## config.mk

```make
export PLATFORM = sky130hd
export DESIGN_NAME = fifo_word_packer
export DESIGN_NICKNAME = d
export VERILOG_FILES = /design/src/rtl/packer_pkg.sv /design/src/rtl/fifo_word_packer.sv
export SDC_FILE = /design/constraint.sdc
export NUM_CORES = 1
export LEC_CHECK = 0
export ABC_AREA = 0
export BUFFER_PORTS_ARGS = -buffer_cell sky130_fd_sc_hd__buf_2
export CAP_MARGIN = 20
export CELL_PAD_IN_SITES_DETAIL_PLACEMENT = 0
export CELL_PAD_IN_SITES_GLOBAL_PLACEMENT = 2
export CORE_MARGIN = 1
export CORE_UTILIZATION = 28
export DETAILED_ROUTE_END_ITERATION = 6
export GPL_TIMING_DRIVEN = 0
export PLACE_DENSITY = 0.75
export SYNTH_ARGS = -nofsm -noshare
export SYNTH_HDL_FRONTEND = slang
export SYNTH_SLANG_ARGS = --single-unit
export TNS_END_PERCENT = 1
```

## constraint.sdc

```tcl
create_clock -name clk -period 1.95 [get_ports clk]
set_clock_uncertainty 0.15 [all_clocks]
set_input_delay 0.0975 -clock clk [delete_from_list [all_inputs] [get_ports clk]]
set_output_delay 0.0975 -clock clk [all_outputs]
set_load 0.02 [all_outputs]
```

## src/rtl/packer_pkg.sv

```systemverilog
`default_nettype none
// ============================================================================
// Module      : packer_pkg
// Description : Shared types and constants for the FIFO word packer.
//               - state_t   : packer FSM states (FILL collects, HOLD presents)
//               - nb_to_iw  : maps bytes-per-word to lane index width
// Revision    : 1.0 - initial release
// ============================================================================
package packer_pkg;

  typedef enum logic [0:0] {
    FILL = 1'b0,
    HOLD = 1'b1
  } state_t;

  // Lane index width for each legal bytes-per-word value.
  function automatic int nb_to_iw(input int nb);
    case (nb)
      2:       return 1;
      4:       return 2;
      8:       return 3;
      default: return $clog2(nb);
    endcase
  endfunction

  localparam int NB_DEFAULT = 4;
  localparam int IW_DEFAULT = nb_to_iw(NB_DEFAULT);

endpackage
`default_nettype wire

```

## src/rtl/fifo_word_packer.sv

```systemverilog
`default_nettype none
// ============================================================================
// Module      : fifo_word_packer
// Description : Pops bytes from a show-ahead sync FIFO and packs NB of them
//               into a little-endian word with a valid/ready output. A flush
//               pulse emits a partial word (out_last=1) once the FIFO drains.
// Ports       : clk, reset_n (sync, active-low)
//               fifo_empty, fifo_rd_data -> upstream FIFO head
//               fifo_rd_en               -> pop request (combinational)
//               flush                    -> request to emit partial word
//               out_valid/out_ready      -> word handshake
//               out_data/out_be/out_last -> packed word, lane enables, flush tag
//               lane_cnt                 -> bytes currently collected (0..NB)
// Revision    : 1.0 - initial release
// ============================================================================
module fifo_word_packer
  import packer_pkg::*;
#(
  parameter int WD = 8,
  parameter int NB = 4,
  parameter int IW = nb_to_iw(NB)
) (
  input  logic             clk,
  input  logic             reset_n,
  input  logic             fifo_empty,
  input  logic [WD-1:0]    fifo_rd_data,
  output logic             fifo_rd_en,
  input  logic             flush,
  output logic             out_valid,
  input  logic             out_ready,
  output logic [NB*WD-1:0] out_data,
  output logic [NB-1:0]    out_be,
  output logic             out_last,
  output logic [IW:0]      lane_cnt
);

  localparam logic [IW:0] c_NB_CNT    = (IW+1)'(NB);
  localparam logic [IW:0] c_LAST_LANE = (IW+1)'(NB - 1);
  localparam logic [IW:0] c_ONE       = (IW+1)'(1);

  state_t             r_state;
  state_t             w_state_nxt;
  logic [IW:0]        r_lane_cnt;
  logic [NB*WD-1:0]   r_data;
  logic [NB-1:0]      r_be;
  logic               r_last;
  logic               r_flush_pend;

  logic               w_pop;
  logic               w_flush_emit;
  logic               w_flush_drop;
  logic               w_release;

  // Next-state and per-cycle actions. A flush only acts once the FIFO is
  // empty, so pending data is always packed before a partial word goes out.
  always_comb begin
    w_state_nxt  = r_state;
    w_pop        = 1'b0;
    w_flush_emit = 1'b0;
    w_flush_drop = 1'b0;
    w_release    = 1'b0;
    case (r_state)
      FILL: begin
        w_pop = reset_n && !fifo_empty && (r_lane_cnt < c_NB_CNT);
        if (w_pop) begin
          if (r_lane_cnt == c_LAST_LANE) begin
            w_state_nxt = HOLD;
          end
        end else if (r_flush_pend && fifo_empty) begin
          if (r_lane_cnt != '0) begin
            w_flush_emit = 1'b1;
            w_state_nxt  = HOLD;
          end else begin
            w_flush_drop = 1'b1;
          end
        end
      end
      HOLD: begin
        if (out_ready) begin
          w_release   = 1'b1;
          w_state_nxt = FILL;
        end
      end
      default: begin
        w_state_nxt = FILL;
      end
    endcase
  end

  always_ff @(posedge clk) begin
    if (!reset_n) begin
      r_state      <= FILL;
      r_lane_cnt   <= '0;
      r_data       <= '0;
      r_be         <= '0;
      r_last       <= 1'b0;
      r_flush_pend <= 1'b0;
    end else begin
      r_state <= w_state_nxt;

      // Consuming the pending flush wins; a second flush while one is
      // already pending (including the cycle it is consumed) is absorbed.
      if (w_flush_emit || w_flush_drop) begin
        r_flush_pend <= 1'b0;
      end else if (flush) begin
        r_flush_pend <= 1'b1;
      end

      if (w_release) begin
        // Clearing data here keeps unfilled lanes of a later partial word zero.
        r_lane_cnt <= '0;
        r_data     <= '0;
        r_be       <= '0;
        r_last     <= 1'b0;
      end else if (w_pop) begin
        for (int i = 0; i < NB; i++) begin
          if (r_lane_cnt == (IW+1)'(i)) begin
            r_data[i*WD +: WD] <= fifo_rd_data;
            r_be[i]            <= 1'b1;
          end
        end
        r_lane_cnt <= r_lane_cnt + c_ONE;
      end

      if (w_flush_emit) begin
        r_last <= 1'b1;
      end
    end
  end

  assign fifo_rd_en = w_pop;
  assign out_valid  = (r_state == HOLD);
  assign out_data   = r_data;
  assign out_be     = r_be;
  assign out_last   = r_last;
  assign lane_cnt   = r_lane_cnt;

endmodule
`default_nettype wire

```

==> results.yml, run 1 <==
logic_synthesis:
  synthXorXnorAreaFrac: 0.00530
  synth-seq-cells: 42
  netlist_area_mm2: 0.00165
  synth_top_area_share: 0.509
  synth.avg_cell_area_um2: 8.74
  synthFlopType: "dfxtp_1"
  synth_common_cells: "dfxtp_1, nand2_1, nand3_1, o21ai_1, o21ai_0"
  synth_top_family_by_area: "simple AND/OR/NAND/NOR gates"
  synth_fa_ha_area_frac: 0.0379
  syn_nets: 207
  synth_edf_count: 0
  synthCells: 189
  async_flop_share: 0
  post-synth-top-count-cell: "dfxtp_1"
  synth-simple-area-share: 0.227
  seq_area_frac_synth: 0.509
  ys_warn_count: 0
  yosys-mux-area-fraction: 0.00606
  synth_cell_types: 23
  synth_top_area_cell: "dfxtp_1"
  synth_compound_area_frac: 0.145
  ys_top_cells_by_area: "dfxtp_1, nand3_1, nand2_1"
detailed_routing:
  routed_wl_mm: 4.55
  route.detailed.drc: 0
  first_pass_iters: 4
  via_per_inst: 4.55
  drtIter0Drc: 75
  wl_per_cell_um: 13.4
  dr_total_vias: 1544
  ant_nets: 0
floorplanning:
  die_y_um: 78.8
  die_area_mm2: 0.00621
  io_pins: 55
  rows: 27
  die_w_um: 78.8
  core_mm2: 0.00561
  start_util: 0.295
power:
  p_leak_uw: 0.00102
  p_int_uw: 1270
  power_frac_comb: 0.142
  power.switching_uw: 457
  pwr-share-clk: 0.332
  p_per_area_mw_per_mm2: 768
  sw_frac_of_total: 0.264
  seq_power_share: 0.526
  p_total_uw: 1730
  vdd_drop_max_v: 0.000240
hold_path:
  hold_start: "out_last"
  hp-class: "reg -> reg"
  min_to: "out_last"
  hold_path_depth: 2
cts:
  cts.sinks: 42
  insertion_delay_ps: 290
  cts_root_buf: "clkbuf_8"
  path_clk_slew_ps: 80
  cts-htree-levels: 2
  cts_max_path_buffers: 2
  numCtsBuffers: 5
  cts_tree: "built"
global_routing:
  grt_pass1_vias: 1488
  use_met1: 0.213
  grt_pass1_wl_mm: 7.53
  grt_use_met3: 0.0448
  top_usage_layer: "met2"
  grt_remaining_overflow: 0
  grt_max_degree: 13
  track_usage: 0.158
  grt.met2_usage: 0.244
  antenna_found_initial: 0
sta:
  setup_viol: 0
  period_share: 0.950
  maxSlewViolCount: 0
  rsz0062_at_grt: "no"
  tightest_slew_ps: 347
  tns_ps: 0
  hold_viol: 0
  timing.fmax_mhz: 540
  relSlewSlack: 0.768
  holdWs_ps: 296
  period_minus_slack_ps: 1850
worst_setup_path:
  reg2reg_from: "lane_cnt[0]"
  r2r_cells: 6
  critPathLaunchType: "primary input"
  cp_max_fo: 10
  cp_data_required_time_ps: 1700
  r2r_end: "out_be[3]"
  endpoint_kind: "output pin"
  worstPathArrival_ps: 1610
  r2r_slack_ps: 270
  critPathKind: "in -> out"
place:
  dpl.hpwl_mm: 3.18
  numPortBuffers: 54
  gp_congestion: 0.703
cells_and_area:
  n_antenna_cell: 0
  seqCellArea_um2: 841
  final_util: 0.402
  multi_input_area_um2: 696
  nets: 284
  n_fill_cell: 610
  syn_to_final_growth_pct: 36.4
  layout-drive-gt1-share: 0.307
run_status:
  outcome: "complete, no violations"
flow_run:
  maxCapViolations: 0
timing repair:
item	CTS	global route
hold endpoints to repair	37	0
resized for setup	0	0
hold buffers	12	0
setup buffers	0	4
setup endpoints to repair	0	1
power groups by stage:
| stage | registers (µW) | logic, µW | clock network [µW] |
|---|---|---|---|
| 6_report | 910 | 246 | 575 |
| 2_1_floorplan | 967 | 95.5 | 0 |
| 5_1_grt | 916 | 272 | 641 |
| 3_5_place_dp | 931 | 222 | 0 |
| 4_1_cts | 911 | 242 | 603 |
| 3_3_place_gp | 931 | 221 | 0 |
logic make-up after synthesis:
group                      count (synthesis)
DFF                                       42
and+or+nand+nor                           79
xor gates and xnor gates                   1
AOI/OAI and AO/OA                         42
adders and majority gates                  5
muxes                                      1
buffers and inverters                     19
per-layer routing:
metal | up-vias | routed length [µm] | part of all wire
li1 | 789 | - | -
met1 | 699 | 2290 | 0.50
met2 | 54 | 1930 | 0.42
met3 | 2 | 314 | 0.069
met4 | 0 | 23 | 0.0051
met5 | - | 0 | 0
cell type report:
class                   count  share of cell area
flip-flops and latches     42               0.373
repair buffers             70               0.187
inverters                   4             0.00666
plain buffers              15              0.0444
clock inverters             1             0.00222
multi-input cells         128               0.309
clock buffers               7              0.0383
well taps                  72              0.0400
placed cells by master, fill, tap and decap left out, types with 2 or more instances in the layout:
| master | instances |
|---|---|
| buf_6 | 4 |
| nand2_1 | 38 |
| dfxtp_1 | 42 |
| ha_1 | 5 |
| buf_2 | 62 |
| buf_4 | 4 |
| and2_1 | 4 |
| nand3_1 | 32 |
| nor2_1 | 2 |
| o21a_1 | 4 |
| dlygate4sd3_1 | 12 |
| o21ai_1 | 24 |
| clkbuf_8 | 6 |
| inv_1 | 4 |
| clkbuf_2 | 3 |
| o21ai_0 | 9 |
registers in the layout (all words and copies together), names as in the netlist:
signal and cells:
out_last 1, out_be 4, out_valid 1, out_data 32, lane_cnt 3, r_flush_pend 1
stage by stage:
step | std cells | worst slack [ps] | area, µm²
floorplan | 189 | 299 | 1650
global placement | 315 | 265 | 2010
detailed placement | 315 | 269 | 2010
CTS | 335 | 28.8 | 2220
global route | 339 | 5.50 | 2250
finish | 339 | 97.4 | 2250
critical path, cell delays in order:
cell	delay (ps)
dlygate4sd3_1	530
buf_2	150
nor4b_4	350
buf_6	170
buf_6	130
buf_2	170
how the worst max path moves through the flow:
| stage | to | slack [ps] | start |
|---|---|---|---|
| floorplan | out_be[0] | 300 | lane_cnt[0] |
| global placement | out_data[30] | 270 | lane_cnt[0] |
| detailed placement | out_be[3] | 270 | lane_cnt[0] |
| global route | fifo_rd_en | 5 | fifo_empty |
| finish | fifo_rd_en | 100 | fifo_empty |
| CTS | fifo_rd_en | 30 | fifo_empty |
Note: power is estimated with default switching activity, not from simulation.
==> inputs of run 2 (changes only) <==
- CELL_PAD_IN_SITES_DETAIL_PLACEMENT: 0 -> 1
- CELL_PAD_IN_SITES_GLOBAL_PLACEMENT: 2 -> 1
- CORE_UTILIZATION: 28 -> 36
- PLACE_DENSITY: 0.75 -> 0.76
==> run 2 against run 1 <==
- total power grew 15%
- register-to-register slack lost 20 ps
- design area grew 0.17%
- utilization grew 11 points
==> results.yml, run 2 (same netlist as run 1, synthesis figures left out) <==
sta:
  rsz0062_at_grt: "no"
  tightest_slew_ps: 345
  maxSlewViolCount: 0
  setup_ws_ps: 73.2
  hold_viol: 0
  relSlewSlack: 0.770
  period_minus_slack_ps: 1880
  tns_ps: 0
  period_share: 0.962
  timing.fmax_mhz: 533
  setup_viol: 0
cts:
  cts.sinks: 42
  numCtsBuffers: 5
  cts_tree: "built"
  path_clk_slew_ps: 90
  cts_root_buf: "clkbuf_8"
  insertion_delay_ps: 290
  cts_max_path_buffers: 2
  cts-htree-levels: 2
  cts_resized: 0
hold_path:
  hold_path_depth: 2
  hp-class: "reg -> reg"
  hold_start: "out_data[4]"
  min_to: "out_data[4]"
worst_setup_path:
  r2r_end: "out_be[3]"
  cp_data_required_time_ps: 1700
  cpPeakStageDelay_ps: 530
  r2r_slack_ps: 250
  cp_max_fo: 10
  worstPathArrival_ps: 1630
  critPathLaunchType: "primary input"
  r2r_cells: 6
  cpMaxStageDelayCell: "dlygate4sd3_1"
  endpoint_kind: "output pin"
  path_cells: "dlygate4sd3_1 > buf_2 > nor4b_4 > buf_6 > buf_6 > buf_2"
  reg2reg_from: "lane_cnt[0]"
  critPathKind: "in -> out"
place:
  dpl.hpwl_mm: 3.24
  placed_area_mm2: 0.00199
  dp_slack_ps: 270
  gp_congestion: 0.723
  numPortBuffers: 54
detailed_routing:
  ant_nets: 0
  drtIter0Drc: 96
  via_per_inst: 4.93
  dr_total_vias: 1557
  routed_wl_mm: 4.65
  wl_per_cell_um: 14.7
  first_pass_iters: 4
  route.detailed.drc: 0
global_routing:
  grt_remaining_overflow: 0
  antenna_found_initial: 0
  track_usage: 0.203
  grt_pass1_vias: 1585
  grt_max_degree: 14
  grt_pass1_wl_mm: 7.69
floorplanning:
  die_w_um: 69.7
  core_mm2: 0.00438
  start_util: 0.377
  die_area_mm2: 0.00486
  io_pins: 55
  die_y_um: 69.7
  rows: 24
cells_and_area:
  final_util: 0.515
  n_antenna_cell: 0
  layout-drive-gt1-share: 0.303
  syn_to_final_growth_pct: 36.7
  fin_area_mm2: 0.00226
  n_fill_cell: 564
  final_common_cell: "buf_2"
  final_cell_mix: "buf_2, dfxtp_1, nand2_1"
  largest_register_ffs: 32
  nets: 281
run_status:
  outcome: "complete, no violations"
power:
  p_per_area_mw_per_mm2: 885
  vdd_drop_max_v: 0.000351
  p_leak_uw: 0.00103
  p_total_uw: 2000
flow_run:
  maxCapViolations: 0
==> run 2: where the power goes <==
part / leakage, µW / switching [µW] / total [µW] / internal, µW
clock: 0.0000714 / 301 / 847 / 546
sequential: 0.000341 / 20.1 / 910 / 890
combinational: 0.000620 / 147 / 241 / 93.5
total: 0.00103 / 468 / 2000 / 1530
==> run 2: worst max-delay path, delay by kind of cell <==
family	cells	cell delay (ps)
buffers and inverters	5	1210
and+or+nand+nor	1	330
==> run 2: final cells by class <==
cell class | count | area [µm²] | area share
clock buffer | 6 | 82.6 | 0.0366
sequential | 42 | 841 | 0.373
inverter | 4 | 15.0 | 0.00665
clock inverter | 2 | 60.1 | 0.0266
timing repair buffer | 67 | 398 | 0.176
buffer | 15 | 100 | 0.0443
multi-input combinational | 128 | 696 | 0.308
tap | 52 | 65.1 | 0.0288
==> run 2: repair_timing <==
action	CTS	global route
endpoints found under the setup margin	0	1
hold buffers	12	0
endpoints found under the hold margin	36	0
setup buffers	0	1
==> run 2: metrics by stage <==
| step | hold WS, ps | std cells |
|---|---|---|
| 5_1_grt | 324 | 316 |
| 4_1_cts | 301 | 315 |
| 2_1_floorplan | 54.8 | 189 |
| 3_3_place_gp | 207 | 295 |
| 3_5_place_dp | 220 | 295 |
| 6_report | 297 | 316 |
==> run 2: per-layer routing <==
metal	track usage	up-vias	wire, µm
met4	0.0467	0	24
met1	0.253	729	2130
met2	0.354	40	2290
met3	0.0480	5	201
li1	-	783	-
met5	0	-	0
==> run 2: worst max-delay path by stage <==
stage,to,from,slack (ps),depth (start not counted)
4_1_cts,fifo_rd_en,fifo_empty,40,6
3_3_place_gp,out_be[3],lane_cnt[0],280,6
2_1_floorplan,out_be[0],lane_cnt[0],300,6
6_report,fifo_rd_en,fifo_empty,70,6
3_5_place_dp,out_data[26],lane_cnt[1],270,6
5_1_grt,fifo_rd_en,fifo_empty,10,6
==> inputs of run 3 (changes only) <==
- CORE_ASPECT_RATIO: default -> 1.75
- PLACE_DENSITY: 0.76 -> 0.85
==> run 3 against run 2 <==
- critical path depth stayed put
- worst setup slack better by 67 ps
- utilization is 1.3 points lower
- critical endpoint unchanged
- final cell count stayed put
- first-iteration DRC count is 72% lower
- fmax is 3.7% higher
- count of clock-buffer cells in the layout is 1 higher
- sequential power hardly changed
==> results.yml, run 3 (same netlist as run 1, synthesis figures left out) <==
cells_and_area:
  layout-drive-gt1-share: 0.302
  fin_area_mm2: 0.00221
  syn_to_final_growth_pct: 33.9
  fin_cells: 316
  final_util: 0.502
  final_cell_mix: "buf_2, dfxtp_1, nand2_1"
  final_common_cell: "buf_2"
  nets: 282
  n_antenna_cell: 0
  largest_register_ffs: 32
power:
  seq_power_share: 0.527
  vdd_drop_max_v: 0.000392
  sw_frac_of_total: 0.266
  p_int_uw: 1270
  power_frac_comb: 0.140
  p_leak_uw: 0.00101
  p_per_area_mw_per_mm2: 782
  power.switching_uw: 460
  pwr-share-clk: 0.333
global_routing:
  grt_remaining_overflow: 0
  grt_pass1_wl_mm: 8.00
  antenna_found_initial: 0
  track_usage: 0.227
  grt_max_degree: 13
  grt_pass1_vias: 1665
place:
  dpl.hpwl_mm: 3.45
  gp_congestion: 0.722
  numPortBuffers: 54
  dp_slack_ps: 238
  dp_cells: 294
  placed_area_mm2: 0.00199
cts:
  cts.sinks: 42
  numCtsBuffers: 5
  insertion_delay_ps: 290
  cts_max_path_buffers: 2
  path_clk_slew_ps: 80
  cts_root_buf: "clkbuf_8"
  cts-htree-levels: 2
  cts_tree: "built"
hold_path:
  hp-class: "in -> reg"
  hold_path_depth: 4
worst_setup_path:
  critPathKind: "in -> out"
  endpoint_kind: "output pin"
  worstPathArrival_ps: 1560
  cp_data_required_time_ps: 1700
  path_cells: "dlygate4sd3_1 > buf_2 > nor4b_4 > buf_6 > buf_6 > buf_2"
  r2r_cells: 6
  critPathLaunchType: "primary input"
  cpPeakStageDelay_ps: 510
  cp_max_fo: 10
  cpMaxStageDelayCell: "dlygate4sd3_1"
flow_run:
  maxCapViolations: 0
sta:
  setup_viol: 0
  period_share: 0.928
  rsz0062_at_grt: "no"
  relSlewSlack: 0.779
  tns_ps: 0
  tightest_slew_ps: 331
  period_minus_slack_ps: 1810
  maxSlewViolCount: 0
  setup_ws_ps: 140
  hold_viol: 0
  timing.fmax_mhz: 552
detailed_routing:
  ant_nets: 0
  drtIter0Drc: 27
  route.detailed.drc: 0
  wl_per_cell_um: 15.6
  via_per_inst: 5.08
  first_pass_iters: 4
  routed_wl_mm: 4.92
  dr_total_vias: 1606
floorplanning:
  die_w_um: 53.2
  die_area_mm2: 0.00487
  start_util: 0.375
  die_y_um: 91.6
  core_mm2: 0.00440
  rows: 32
  io_pins: 55
run_status:
  outcome: "complete, no violations"
-- run 3: timing repair --
action / CTS / global route
hold buffers: 12 / 0
resized for setup: 0 / 0
hold endpoints to repair: 33 / 0
setup endpoints to repair: 0 / 1
buffers inserted: 0 / 2
-- run 3: layer usage --
layer  wire (µm)  global-route usage
met2        2650               0.397
met4         146               0.114
met3         176              0.0369
met5           0                   0
met1        1950               0.248
-- run 3: metrics by stage --
step,power (µW),hold slack (ps)
after floorplan,1060,54.8
after global placement,1140,213
after detailed placement,1150,225
after CTS,1740,92.2
after global routing,1820,117
final,1730,90.2
-- run 3: worst paths after layout --
check | slack, ps | startpoint | endpoint
max | 140 | reset_n | fifo_rd_en
min | 90 | fifo_empty | out_last
max reg2reg | 220 | lane_cnt[0] | out_data[5]
min reg2reg | 290 | out_last | out_last
-- run 3: power by group through the flow --
stage | combinational, µW | sequential (µW) | clock (µW)
5_1_grt | 266 | 916 | 637
3_3_place_gp | 213 | 930 | 0
4_1_cts | 240 | 911 | 589
2_1_floorplan | 95.5 | 967 | 0
6_report | 243 | 911 | 576
3_5_place_dp | 219 | 932 | 0
-- run 3: worst max-delay path, delay by kind of cell --
family	cells	cell delay [ps]
buf+inv	5	1180
simple gates	1	270
-- run 3: area by class of cell --
type                    instances  area, µm²
plain buffers                  15        100
clock inverters                 1       5.00
multi-input cells             128        696
repair buffers                 68        405
inverters                       4       15.0
fillers                       578       2190
clock buffers                   7       86.3
flip-flops and latches         42        841
well taps                      51       63.8
